--- config.mk ---
export PLATFORM = sky130hd
export DESIGN_NAME = mem_access_unit
export DESIGN_NICKNAME = d
export VERILOG_FILES = /design/src/rtl/mem_access_unit.sv
export SDC_FILE = /design/constraint.sdc
export NUM_CORES = 1
export LEC_CHECK = 0
export CORE_MARGIN = 4
export CORE_UTILIZATION = 47
export CTS_CLUSTER_SIZE = 25
export DETAILED_ROUTE_END_ITERATION = 8
export GPL_ROUTABILITY_DRIVEN = 0
export HOLD_SLACK_MARGIN = 0.06
export PLACE_DENSITY = 0.9
export RECOVER_POWER = 50
export SLEW_MARGIN = 30
export SYNTH_ARGS = -nofsm -noshare
export SYNTH_HDL_FRONTEND = slang
export SYNTH_SLANG_ARGS = --single-unit
export TNS_END_PERCENT = 20
--- constraint.sdc ---
create_clock -name clk -period 6.53 [get_ports clk]
set_input_delay 0.653 -clock clk [delete_from_list [all_inputs] [get_ports clk]]
set_output_delay 0.653 -clock clk [all_outputs]
set_load 0.01 [all_outputs]
--- src/rtl/mem_access_unit.sv ---
// rtl/mem_access_unit.sv - data-memory access stage: req/ack transaction, byte lanes, strobes, load extension
module mem_access_unit #(
  parameter int WIDTH = 32
) (
  input  logic             clk,
  input  logic             rst,
  input  logic             CTRL_i_mem_rd,
  input  logic             CTRL_i_mem_wr,
  input  logic [2:0]       CTRL_i_funct3,
  input  logic [WIDTH-1:0] EXU_i_valE,
  input  logic [WIDTH-1:0] REG_i_rs2,
  input  logic             DMEM_i_ack,
  input  logic [WIDTH-1:0] DMEM_i_rdata,
  output logic             DMEM_o_req,
  output logic             DMEM_o_we,
  output logic [WIDTH-1:0] DMEM_o_addr,
  output logic [WIDTH-1:0] DMEM_o_wdata,
  output logic [3:0]       DMEM_o_wstrb,
  output logic [WIDTH-1:0] MEM_o_valM,
  output logic             MEM_o_stall,
  output logic             MEM_o_fault
);

  typedef enum logic [1:0] {IDLE, REQ, DONE} state_t;

  state_t           state, state_nx;
  logic             is_load, is_store, bad_f3, misal, fault_raw, access, accept;
  logic [1:0]       off, off_q;
  logic [2:0]       f3_q;
  logic [WIDTH-1:0] wdata_nx, lane, ld_val;
  logic [3:0]       wstrb_nx;

  // Access decode from the instruction currently presented
  always_comb begin
    is_load   = CTRL_i_mem_rd & ~CTRL_i_mem_wr;
    is_store  = CTRL_i_mem_wr & ~CTRL_i_mem_rd;
    off       = EXU_i_valE[1:0];
    bad_f3    = is_load ? ((CTRL_i_funct3[1:0] == 2'b11) | (CTRL_i_funct3[2] & CTRL_i_funct3[1]))
                        : (CTRL_i_funct3[2] | (CTRL_i_funct3[1:0] == 2'b11));
    misal     = ((CTRL_i_funct3[1:0] == 2'b01) & off[0]) |
                ((CTRL_i_funct3[1:0] == 2'b10) & (off != 2'b00));
    fault_raw = (CTRL_i_mem_rd & CTRL_i_mem_wr) | ((is_load | is_store) & (bad_f3 | misal));
    access    = (CTRL_i_mem_rd ^ CTRL_i_mem_wr) & ~fault_raw;
    accept    = (state == IDLE) & access;
  end

  always_comb begin
    wdata_nx = REG_i_rs2;
    wstrb_nx = 4'b1111;
    case (CTRL_i_funct3[1:0])
      2'b00: begin
        wdata_nx = {4{REG_i_rs2[7:0]}};
        wstrb_nx = 4'b0001 << off;
      end
      2'b01: begin
        wdata_nx = {2{REG_i_rs2[15:0]}};
        wstrb_nx = 4'b0011 << off;
      end
      default: ;
    endcase
    if (!CTRL_i_mem_wr) wstrb_nx = 4'b0000;
  end

  // Lane extraction uses the offset and size latched at acceptance
  always_comb begin
    lane = DMEM_i_rdata >> {off_q, 3'b000};
    case (f3_q)
      3'b000:  ld_val = {{24{lane[7]}}, lane[7:0]};
      3'b001:  ld_val = {{16{lane[15]}}, lane[15:0]};
      3'b100:  ld_val = {24'b0, lane[7:0]};
      3'b101:  ld_val = {16'b0, lane[15:0]};
      default: ld_val = lane;
    endcase
  end

  always_comb begin
    state_nx = state;
    case (state)
      IDLE:    if (access) state_nx = REQ;
      REQ:     if (DMEM_i_ack) state_nx = DONE;
      DONE:    state_nx = IDLE;
      default: state_nx = IDLE;
    endcase
  end

  always_ff @(posedge clk or posedge rst) begin
    if (rst) begin
      state        <= IDLE;
      DMEM_o_we    <= 1'b0;
      DMEM_o_addr  <= '0;
      DMEM_o_wdata <= '0;
      DMEM_o_wstrb <= 4'b0000;
      MEM_o_valM   <= '0;
      off_q        <= 2'b00;
      f3_q         <= 3'b000;
    end else begin
      state <= state_nx;
      if (accept) begin
        DMEM_o_we    <= CTRL_i_mem_wr;
        DMEM_o_addr  <= {EXU_i_valE[WIDTH-1:2], 2'b00};
        DMEM_o_wdata <= wdata_nx;
        DMEM_o_wstrb <= wstrb_nx;
        off_q        <= off;
        f3_q         <= CTRL_i_funct3;
      end
      if ((state == REQ) && DMEM_i_ack && !DMEM_o_we) MEM_o_valM <= ld_val;
    end
  end

  assign DMEM_o_req  = (state == REQ);
  assign MEM_o_stall = accept | (state == REQ);
  assign MEM_o_fault = (state == IDLE) & fault_raw;

endmodule

* After elaboration in Yosys (flattened, before gate mapping)
Cells that the tools add are included.
Word-level totals: output and inout port bits 104, logic and storage cells 57, register bits after elaboration 106, input bits 104
Operators by class: reductions and logical operators 8, shift-type cells 3, bitwise gates (word level) 21, equal/unequal tests 9, mux-type cells 8
Operators by type and width (count):
- $pmux W32 S4 | 1
- $pmux W32 S2 | 1
- $shr A32 B5 Y32 | 1
- $and A1 B1 Y1 | 10
- $pmux W4 S2 | 1
- $or A1 B1 Y1 | 7
- $eq A3 B3 Y1 const B | 2
- $eq A2 B1 Y1 const B | 2
- $eq A2 B2 Y1 const B | 2
- $logic_not A2 Y1 | 2
- $mux W2 | 2
- $mux W4 | 1
- $ne A2 B2 Y1 const B | 2
- $pmux W2 S2 | 1
- $shl A1 B2 Y4 const A | 1
- $shl A2 B2 Y4 const A | 1
- $eq A3 B1 Y1 const B | 1
- $logic_not A3 Y1 | 1
- $not A1 Y1 | 3
- $logic_and A1 B1 Y1 | 2
- $reduce_and A2 Y1 | 1
- $reduce_bool A2 Y1 | 1
- $logic_not A1 Y1 | 1
- $mux W1 | 1
- $xor A1 B1 Y1 | 1

* Depth between registers and ports, before layout
Gate-level depths: netlist of the first run.
depth in word-level cells 10, mapped depth 8, gate-level depth less buffers 6

* Least setup slack after synthesis of the first run
OpenSTA, ideal clock, no wires.
path kind input to output, start input port CTRL_i_funct3[0], end output port MEM_o_stall, stages 7, slack 3964 ps, arrival 1913 ps, path through clkbuf_1 -> nor4_1 -> a21oi_1 -> nor4_2 -> buf_4 -> buf_6 -> nand2b_1
Between the ends: longest elaborated chain between the ends 10, elaborated cells on any way between the ends 16, those cells by class eq/ne: 3; mux: 1; bitwise: 12
RTL lines:
- from (decl) | RTL line 9 | input logic [2:0] CTRL_i_funct3,
- $eq A2 B2 Y1, or another cell as far along | RTL line 38, 39
- $or A1 B1 Y1, or another cell as far along | RTL line 39 | : (CTRL_i_funct3[2] | (CTRL_i_funct3[1:0] == 2'b11));
- $mux W1 / $or A1 B1 Y1 (equally long branches) | RTL line 38, 40
- $or A1 B1 Y1 * | RTL line 42 | fault_raw = (CTRL_i_mem_rd & CTRL_i_mem_wr) | ((is_load | is_store) & (bad_f3 | misal));
- $and A1 B1 Y1 * | RTL line 42
- $or A1 B1 Y1 * | RTL line 42
- $not A1 Y1 * | RTL line 43 | access = (CTRL_i_mem_rd ^ CTRL_i_mem_wr) & ~fault_raw;
- $and A1 B1 Y1 * | RTL line 43
- $and A1 B1 Y1 * | RTL line 44 | accept = (state == IDLE) & access;
- $or A1 B1 Y1 * | RTL line 111 | assign MEM_o_stall = accept | (state == REQ);
- to (decl) | RTL line 20 | output logic MEM_o_stall,
Mark *: on every way between the ends. The rest lies on a longest branch, timed or not.

* Worst setup path after layout of the first run
Same ends and word-level chain as after synthesis.

==> impl_metrics.prom, run 1 <==
# TYPE chip_impl_metric gauge
chip_impl_metric{name="first_global_vias",unit=""} 4342
chip_impl_metric{name="p_leak",unit="nW"} 3.07
chip_impl_metric{name="clock.fmax",unit="MHz"} 283
chip_impl_metric{name="post_cts_setup_buffers",unit=""} 0
chip_impl_metric{name="cts-root-to-sink-buffers",unit=""} 2
chip_impl_metric{name="async_reset_ff_frac",unit=""} 1.00
chip_impl_metric{name="grt_max_degree",unit=""} 74
chip_impl_metric{name="mean_instance_size_in_the_synthesized_netlist",unit="sq um"} 12.3
chip_impl_metric{name="avgViaCountPerCell",unit=""} 5.34
chip_impl_metric{name="reg2reg_setup_slack",unit="ps"} 3630
chip_impl_info{name="crit-reg2reg-launch",value="off_q[0]$_DFFE_PP0P_"} 1
chip_impl_metric{name="post_synth_inst_count",unit=""} 406
chip_impl_metric{name="detailedPlacementHpwl",unit="mm"} 10.5
chip_impl_metric{name="timing.critical_path.arrival",unit="ps"} 2880
chip_impl_metric{name="drv.max_cap_violation_count",unit=""} 1
chip_impl_info{name="netlist.top_cell.by_area",value="sky130_fd_sc_hd__dfrtp_1"} 1
chip_impl_metric{name="dieHeight",unit="um"} 111
chip_impl_metric{name="worst_slew_pin_slew",unit="ps"} 2290
chip_impl_metric{name="die_area",unit="sq um"} 12300
chip_impl_info{name="ys_top_cells_by_area",value="sky130_fd_sc_hd__dfrtp_1 (53%), sky130_fd_sc_hd__mux2_1 (13%), sky130_fd_sc_hd__mux2_2 (8.3%), sky130_fd_sc_hd__mux2i_1 (5.2%), sky130_fd_sc_hd__a21oi_1 (2.9%)"} 1
chip_impl_metric{name="yosys.cell_types.count",unit=""} 35
chip_impl_metric{name="detailedRoute.firstPassIterationCount",unit=""} 4
chip_impl_metric{name="placement.cell_area",unit="sq um"} 7110
chip_impl_metric{name="final_antenna_net_count",unit=""} 0
chip_impl_metric{name="yosys_warnings",unit=""} 0
chip_impl_metric{name="antennaDiodeCount",unit=""} 0
chip_impl_metric{name="finalSetupTns",unit="ps"} 0
chip_impl_metric{name="cts_made_buffers",unit=""} 9
chip_impl_metric{name="finalWorstPathRequiredPeriod",unit="ps"} 3540
chip_impl_metric{name="final_layout_size_suffix_gt1_frac",unit=""} 0.0974
chip_impl_info{name="synthMostInstantiatedCell",value="sky130_fd_sc_hd__dfrtp_1"} 1
chip_impl_metric{name="detail_route.wl_per_cell",unit="um"} 18.7
chip_impl_metric{name="post_cts_resized",unit=""} 0
chip_impl_info{name="rsz0062_at_grt",value="no"} 1
chip_impl_info{name="timing.hold.worst.start",value="DMEM_o_wdata[3]$_DFFE_PP0P_"} 1
chip_impl_metric{name="synth_enable_flop_cells",unit=""} 0
chip_impl_metric{name="grt_antenna_before_repair",unit=""} 0
chip_impl_metric{name="ys_seq_area_frac",unit=""} 0.531
chip_impl_metric{name="cts_hold_repair.buffers",unit=""} 0
chip_impl_metric{name="numClockSinks",unit=""} 106
chip_impl_info{name="yosys_most_used_dff",value="sky130_fd_sc_hd__dfrtp_1"} 1
chip_impl_metric{name="portBuffers",unit=""} 205
chip_impl_metric{name="cts.reportedPaths.clkPinSlew",unit="ps"} 90
chip_impl_metric{name="route.vias.total",unit=""} 3963
chip_impl_metric{name="final_max_slew_viol_count",unit=""} 53
chip_impl_metric{name="power_per_cell_area",unit="nW/um^2"} 366
chip_impl_metric{name="cp_data_required_time",unit="ps"} 5880
chip_impl_metric{name="floorplan.die.width",unit="um"} 111
chip_impl_info{name="endpoint_kind",value="output pin"} 1
chip_impl_metric{name="worstPathMaxFanout",unit=""} 15
chip_impl_info{name="hold_end",value="DMEM_o_wdata[3]$_DFFE_PP0P_"} 1
chip_impl_info{name="regToRegEndpoint",value="MEM_o_valM[23]$_DFFE_PP0P_"} 1
chip_impl_metric{name="floorplan.core_area",unit="sq um"} 10300
chip_impl_info{name="synth.top_cells.by_count",value="sky130_fd_sc_hd__dfrtp_1 (106), sky130_fd_sc_hd__mux2_1 (56), sky130_fd_sc_hd__mux2_2 (37)"} 1
chip_impl_metric{name="postLayoutCellArea",unit="sq um"} 7300
chip_impl_metric{name="finish.net_count",unit=""} 707
chip_impl_metric{name="groute.usage.overall",unit=""} 0.228
chip_impl_info{name="critPathKind",value="input port to output pin"} 1
chip_impl_metric{name="area.growth.synth_to_final",unit="%"} 46.0
chip_impl_metric{name="slew_headroom",unit=""} -0.535
chip_impl_metric{name="start_util",unit=""} 0.484
chip_impl_metric{name="post-route-drc-count",unit=""} 0
chip_impl_metric{name="synth_largest_type_area_fraction",unit=""} 0.531
chip_impl_info{name="worstHoldPathType",value="register to register"} 1
chip_impl_metric{name="core.rowCount",unit=""} 37
chip_impl_metric{name="globalRouteOverflowTotal",unit=""} 0
chip_impl_metric{name="worstSkewPairLatency",unit="ps"} 370
chip_impl_metric{name="hold_path_depth",unit=""} 1
chip_impl_metric{name="floorplan.io_pins",unit=""} 208
chip_impl_metric{name="syn_area",unit="sq um"} 5000
chip_impl_metric{name="setup_viol",unit=""} 0
chip_impl_metric{name="vdd.ir_drop.worst",unit="mV"} 0.201
chip_impl_metric{name="worst-r2r-cell-count",unit=""} 5
chip_impl_info{name="violations",value="max-capacitance violations, max-slew violations"} 1
chip_impl_metric{name="initial_drc_count",unit=""} 157
chip_impl_metric{name="finalCritPeriodShare",unit=""} 0.542
chip_impl_metric{name="finalClockSkew",unit="ps"} 12.9
chip_impl_info{name="cts_tree",value="built"} 1
chip_impl_metric{name="totalWireLength",unit="mm"} 13.9
chip_impl_metric{name="synth_seq_cells",unit=""} 106
chip_impl_info{name="cts.root.buffer_cell",value="sky130_fd_sc_hd__clkbuf_8"} 1
chip_impl_metric{name="final-hold-violation-count",unit=""} 0
chip_impl_info{name="run_status",value="complete, but fails checks"} 1
chip_impl_metric{name="wire_length_of_the_first_global_routing_pass",unit="mm"} 22.7
chip_impl_metric{name="htree_levels",unit=""} 3
chip_impl_info{name="startpoint_type",value="input port"} 1
## routing by layer
layer / track usage / wire length, um / vias up
li1: - / - / 1842
met1: 0.267 / 5340 / 1912
met2: 0.384 / 6900 / 182
met3: 0.0726 / 1240 / 27
met4: 0.0981 / 403 / 0
met5: 0 / 0 / -
## state kept, by name, summed over array words and instances, names as in the netlist
name / flops
f3_q: 3
off_q: 2
DMEM_o_wdata: 32
state: 2
DMEM_o_wstrb: 4
DMEM_o_addr: 30
DMEM_o_we: 1
MEM_o_valM: 32
## power by group
part / total (mW) / internal, mW / switching, mW
Combinational: 1.16 / 0.658 / 0.506
Sequential: 1.10 / 0.930 / 0.171
Clock: 0.405 / 0.188 / 0.217
## critical path, cell delays in order
cell                              delay [ps]
sky130_fd_sc_hd__clkdlybuf4s50_1         790
sky130_fd_sc_hd__nor4_1                  420
sky130_fd_sc_hd__a21oi_1                 130
sky130_fd_sc_hd__nor4_4                  230
sky130_fd_sc_hd__nand2b_1                130
sky130_fd_sc_hd__clkdlybuf4s50_1         530
## worst max-delay path by stage
stage	slack, ps	cells past startpoint	to	startpoint
floorplan	3090	1	DMEM_o_addr[10]$_DFFE_PP0P_	rst
global placement	2990	6	DMEM_o_wdata[20]$_DFFE_PP0P_	CTRL_i_funct3[0]
detailed placement	2950	6	DMEM_o_wdata[17]$_DFFE_PP0P_	CTRL_i_funct3[0]
CTS	2970	6	MEM_o_stall	CTRL_i_funct3[0]
global route	2780	6	MEM_o_stall	CTRL_i_funct3[0]
finish	2990	6	MEM_o_stall	CTRL_i_funct3[0]
## layout make-up
type / instances / area [sq um]
Tap cell: 136 / 170
Clock buffer: 12 / 145
Fill cell: 738 / 3030
Sequential cell: 106 / 2650
Timing Repair Buffer: 210 / 2080
Inverter: 8 / 31.3
Multi-Input combinational cell: 266 / 2160
Clock inverter: 4 / 51.3
## cell usage in the layout, fill, tap and decap left out, types with 10 or more instances in the layout
cell type / n
sky130_fd_sc_hd__a21oi_1: 29
sky130_fd_sc_hd__clkbuf_8: 10
sky130_fd_sc_hd__clkdlybuf4s50_1: 106
sky130_fd_sc_hd__dfrtp_1: 105
sky130_fd_sc_hd__dlygate4sd3_1: 99
sky130_fd_sc_hd__mux2_1: 56
sky130_fd_sc_hd__mux2_2: 37
sky130_fd_sc_hd__mux2i_1: 26
sky130_fd_sc_hd__nand2_1: 19
sky130_fd_sc_hd__nor2_1: 22
sky130_fd_sc_hd__o21ai_0: 19
## through the flow
stage,setup WS [ps],power [mW],utilization,cells,hold WS (ps)
after floorplan,3090,1.65,-,407,473
after global placement,2990,2.34,0.689,726,460
after detailed placement,2950,2.40,0.689,726,474
after CTS,2970,2.81,0.708,742,495
after global routing,2780,2.85,0.707,742,511
final,2990,2.67,0.707,742,485
## kinds of logic after synthesis
logic type      share of synthesized area
fa+ha+maj                         0.00501
other cells                      0.000750
buf+inv                            0.0390
flops                               0.531
simple gates                       0.0601
mux                                 0.266
compound gates                     0.0984
(Power assumes the default switching activity.)
==> run 2: changes to the inputs <==
--- a/config.mk
+++ b/config.mk
@@ -6,12 +6,12 @@
 export NUM_CORES = 1
 export LEC_CHECK = 0
 export CORE_MARGIN = 4
-export CORE_UTILIZATION = 47
+export CORE_UTILIZATION = 39
 export CTS_CLUSTER_SIZE = 25
 export DETAILED_ROUTE_END_ITERATION = 8
 export GPL_ROUTABILITY_DRIVEN = 0
 export HOLD_SLACK_MARGIN = 0.06
-export PLACE_DENSITY = 0.9
+export PLACE_DENSITY = 0.8
 export RECOVER_POWER = 50
 export SLEW_MARGIN = 30
 export SYNTH_ARGS = -nofsm -noshare
==> constraint.sdc (replaced) <==
create_clock -name clk -period 2.9 [get_ports clk]
set_input_delay 0.29 -clock clk [delete_from_list [all_inputs] [get_ports clk]]
set_output_delay 0.29 -clock clk [all_outputs]
set_load 0.01 [all_outputs]
==> run 2 against run 1 <==
Against the previous run:
- the flow now finishes without violations
- die area up 19%
- setup slack worse by 2800 ps
- non-clock buffer count up 4
- total power up 140%
- flip-flop and latch count unchanged
- via count up 1.3%
- worst hold slack worse by 6.0 ps
- sequential share of layout area down 1.0 points
- critical path type unchanged
- largest power group unchanged
==> impl_metrics.prom, run 2 (synthesis results as in run 1) <==
# TYPE chip_impl_metric gauge
chip_impl_metric{name="floorplan.core_area",unit="sq um"} 12600
chip_impl_metric{name="setup_viol",unit=""} 0
chip_impl_metric{name="finalWorstPathRequiredPeriod",unit="ps"} 2680
chip_impl_metric{name="detailedPlacementHpwl",unit="mm"} 10.5
chip_impl_info{name="startpoint_type",value="input port"} 1
chip_impl_info{name="top_family_by_delay_on_critical_path",value="buffers and inverters"} 1
chip_impl_info{name="crit_path_top_delay_cell",value="sky130_fd_sc_hd__clkdlybuf4s50_1"} 1
chip_impl_metric{name="worst_slew_pin_slew",unit="ps"} 1210
chip_impl_info{name="regToRegEndpoint",value="MEM_o_valM[8]$_DFFE_PP0P_"} 1
chip_impl_info{name="timing.critical_path.mode_cell",value="sky130_fd_sc_hd__clkdlybuf4s50_1"} 1
chip_impl_metric{name="area.growth.synth_to_final",unit="%"} 50.1
chip_impl_metric{name="antennaDiodeCount",unit=""} 0
chip_impl_metric{name="postLayoutCellArea",unit="sq um"} 7500
chip_impl_info{name="layout.cells.most_common_list",value="sky130_fd_sc_hd__clkdlybuf4s50_1 (155), sky130_fd_sc_hd__dfrtp_1 (106), sky130_fd_sc_hd__mux2_1 (56), sky130_fd_sc_hd__dlygate4sd3_1 (50), sky130_fd_sc_hd__mux2_2 (37)"} 1
chip_impl_metric{name="post-route-drc-count",unit=""} 0
chip_impl_metric{name="placement.cell_area",unit="sq um"} 7210
chip_impl_metric{name="final-hold-violation-count",unit=""} 0
chip_impl_metric{name="route.vias.total",unit=""} 4016
chip_impl_metric{name="initial_drc_count",unit=""} 215
chip_impl_info{name="worstHoldPathType",value="register to register"} 1
chip_impl_metric{name="portBuffers",unit=""} 205
chip_impl_info{name="endpoint_kind",value="output pin"} 1
chip_impl_metric{name="numClockSinks",unit=""} 106
chip_impl_metric{name="crit_path_max_incr_delay",unit="ps"} 580
chip_impl_metric{name="timing.critical_path.arrival",unit="ps"} 2390
chip_impl_metric{name="floorplan.die.width",unit="um"} 121
chip_impl_metric{name="start_util",unit=""} 0.398
chip_impl_metric{name="power_per_cell_area",unit="nW/um^2"} 858
chip_impl_metric{name="finalCritPeriodShare",unit=""} 0.925
chip_impl_metric{name="cts-root-to-sink-buffers",unit=""} 2
chip_impl_metric{name="avgViaCountPerCell",unit=""} 5.14
chip_impl_metric{name="vdd.ir_drop.worst",unit="mV"} 0.380
chip_impl_info{name="critPathKind",value="input port to output pin"} 1
chip_impl_metric{name="globalRouteOverflowTotal",unit=""} 0
chip_impl_metric{name="grt_antenna_before_repair",unit=""} 0
chip_impl_metric{name="grt_max_degree",unit=""} 74
chip_impl_metric{name="cp_data_required_time",unit="ps"} 2610
chip_impl_metric{name="final_antenna_net_count",unit=""} 0
chip_impl_metric{name="cts.reportedPaths.clkPinSlew",unit="ps"} 60
chip_impl_metric{name="hold_path_depth",unit=""} 1
chip_impl_info{name="cts_tree",value="built"} 1
chip_impl_info{name="run_status",value="completed"} 1
chip_impl_metric{name="groute.usage.overall",unit=""} 0.194
chip_impl_metric{name="die_area",unit="sq um"} 14700
chip_impl_info{name="crit-reg2reg-launch",value="off_q[0]$_DFFE_PP0P_"} 1
chip_impl_info{name="rsz0062_at_grt",value="no"} 1
chip_impl_metric{name="floorplan.io_pins",unit=""} 208
chip_impl_metric{name="final_layout_size_suffix_gt1_frac",unit=""} 0.110
chip_impl_metric{name="detailedRoute.firstPassIterationCount",unit=""} 4
chip_impl_metric{name="htree_levels",unit=""} 3
chip_impl_info{name="layout.cells.most_common",value="sky130_fd_sc_hd__clkdlybuf4s50_1"} 1
chip_impl_metric{name="cts_made_buffers",unit=""} 9
chip_impl_info{name="top_regs",value="DMEM_o_wdata (32), MEM_o_valM (32), DMEM_o_addr (30)"} 1
chip_impl_metric{name="worstSkewPairLatency",unit="ps"} 340
chip_impl_metric{name="reg2reg_setup_slack",unit="ps"} 840
chip_impl_metric{name="detail_route.wl_per_cell",unit="um"} 18.1
chip_impl_metric{name="worst-r2r-cell-count",unit=""} 5
chip_impl_metric{name="finish.net_count",unit=""} 711
chip_impl_metric{name="final_max_slew_viol_count",unit=""} 0
chip_impl_info{name="critical_path.cell_chain",value="clkdlybuf4s50_1 -> inv_1 -> ha_1 -> nand2b_1 -> a21oi_2 -> a21oi_1 -> nor2_1 -> clkdlybuf4s50_1"} 1
chip_impl_metric{name="totalWireLength",unit="mm"} 14.1
chip_impl_metric{name="clock.fmax",unit="MHz"} 373
chip_impl_metric{name="wire_length_of_the_first_global_routing_pass",unit="mm"} 22.6
chip_impl_metric{name="slew_headroom",unit=""} 0.192
chip_impl_metric{name="crit_path_buffers_inverters",unit=""} 3
chip_impl_metric{name="p_leak",unit="nW"} 3.13
chip_impl_metric{name="first_global_vias",unit=""} 4374
chip_impl_info{name="cts.root.buffer_cell",value="sky130_fd_sc_hd__clkbuf_16"} 1
chip_impl_info{name="timing.hold.worst.start",value="DMEM_o_wdata[26]$_DFFE_PP0P_"} 1
chip_impl_metric{name="dieHeight",unit="um"} 121
chip_impl_metric{name="core.rowCount",unit=""} 41
chip_impl_metric{name="drv.max_cap_violation_count",unit=""} 0
chip_impl_metric{name="worstPathMaxFanout",unit=""} 5
chip_impl_metric{name="finalSetupTns",unit="ps"} 0
chip_impl_info{name="hold_end",value="DMEM_o_wdata[26]$_DFFE_PP0P_"} 1
chip_impl_metric{name="finalClockSkew",unit="ps"} 3.58
## run 2: cell count changes in the layout (fill, tap and decap cells not counted), sizes merged
cell	delta
bufinv	-1
dlygate4sd3	-49
clkinvlp	-1
buf	+5
clkdlybuf4s50	+49
## run 2: worst reg2reg max path, stage by stage (launching register included)
cell and delay, ps:
sky130_fd_sc_hd__dfrtp_1 700, sky130_fd_sc_hd__buf_4 380, sky130_fd_sc_hd__nor2b_1 450, sky130_fd_sc_hd__o2bb2ai_1 180, sky130_fd_sc_hd__o21ai_0 110, sky130_fd_sc_hd__a31oi_1 170
## run 2: timing repair
action | 4_1_cts | 5_1_grt
endpoints found under the setup margin | 0 | 1
hold buffers | 0 | 0
gates resized for setup | 0 | 1
setup buffers | 0 | 0
## run 2: final cells by class
class / instances / area, sq um
Timing Repair Buffer: 214 / 2140
Clock inverter: 2 / 10.0
Fill cell: 1036 / 5060
Clock buffer: 13 / 280
Sequential cell: 106 / 2650
Tap cell: 172 / 215
Inverter: 8 / 31.3
Multi-Input combinational cell: 266 / 2170
## run 2: per-layer routing
| layer | vias up | wire [um] | GRT usage |
|---|---|---|---|
| met5 | - | 0 | 0 |
| met4 | 0 | 253 | 0.0686 |
| met3 | 19 | 1450 | 0.0681 |
| met2 | 179 | 6820 | 0.318 |
| met1 | 1962 | 5590 | 0.239 |
| li1 | 1856 | - | - |
## run 2: worst max path at each step
stage | start | to | slack (ps) | depth (start not counted)
finish | CTRL_i_mem_wr | MEM_o_fault | 220 | 8
global route | CTRL_i_mem_wr | MEM_o_fault | 100 | 8
CTS | CTRL_i_mem_wr | MEM_o_fault | 190 | 8
detailed placement | CTRL_i_mem_wr | MEM_o_fault | 200 | 8
global placement | CTRL_i_funct3[0] | MEM_o_stall | 350 | 6
floorplan | CTRL_i_funct3[0] | MEM_o_stall | 1060 | 7
## run 2: where the power goes
group | switching (mW) | leakage, nW | internal (mW)
registers | 0.375 | 1.27 | 2.10
logic | 1.17 | 1.72 | 1.60
clock network | 0.522 | 0.147 | 0.669
total | 2.07 | 3.13 | 4.37
## run 2: per-stage QoR
step | hold WS [ps] | power, mW | util | worst slack, ps | instances
after floorplan | 389 | 3.72 | - | 1060 | 407
after global placement | 459 | 5.32 | 0.574 | 351 | 766
after detailed placement | 474 | 5.42 | 0.574 | 198 | 766
after CTS | 371 | 6.64 | 0.597 | 191 | 781
after global routing | 504 | 6.84 | 0.597 | 96.3 | 781
final | 479 | 6.44 | 0.597 | 217 | 781
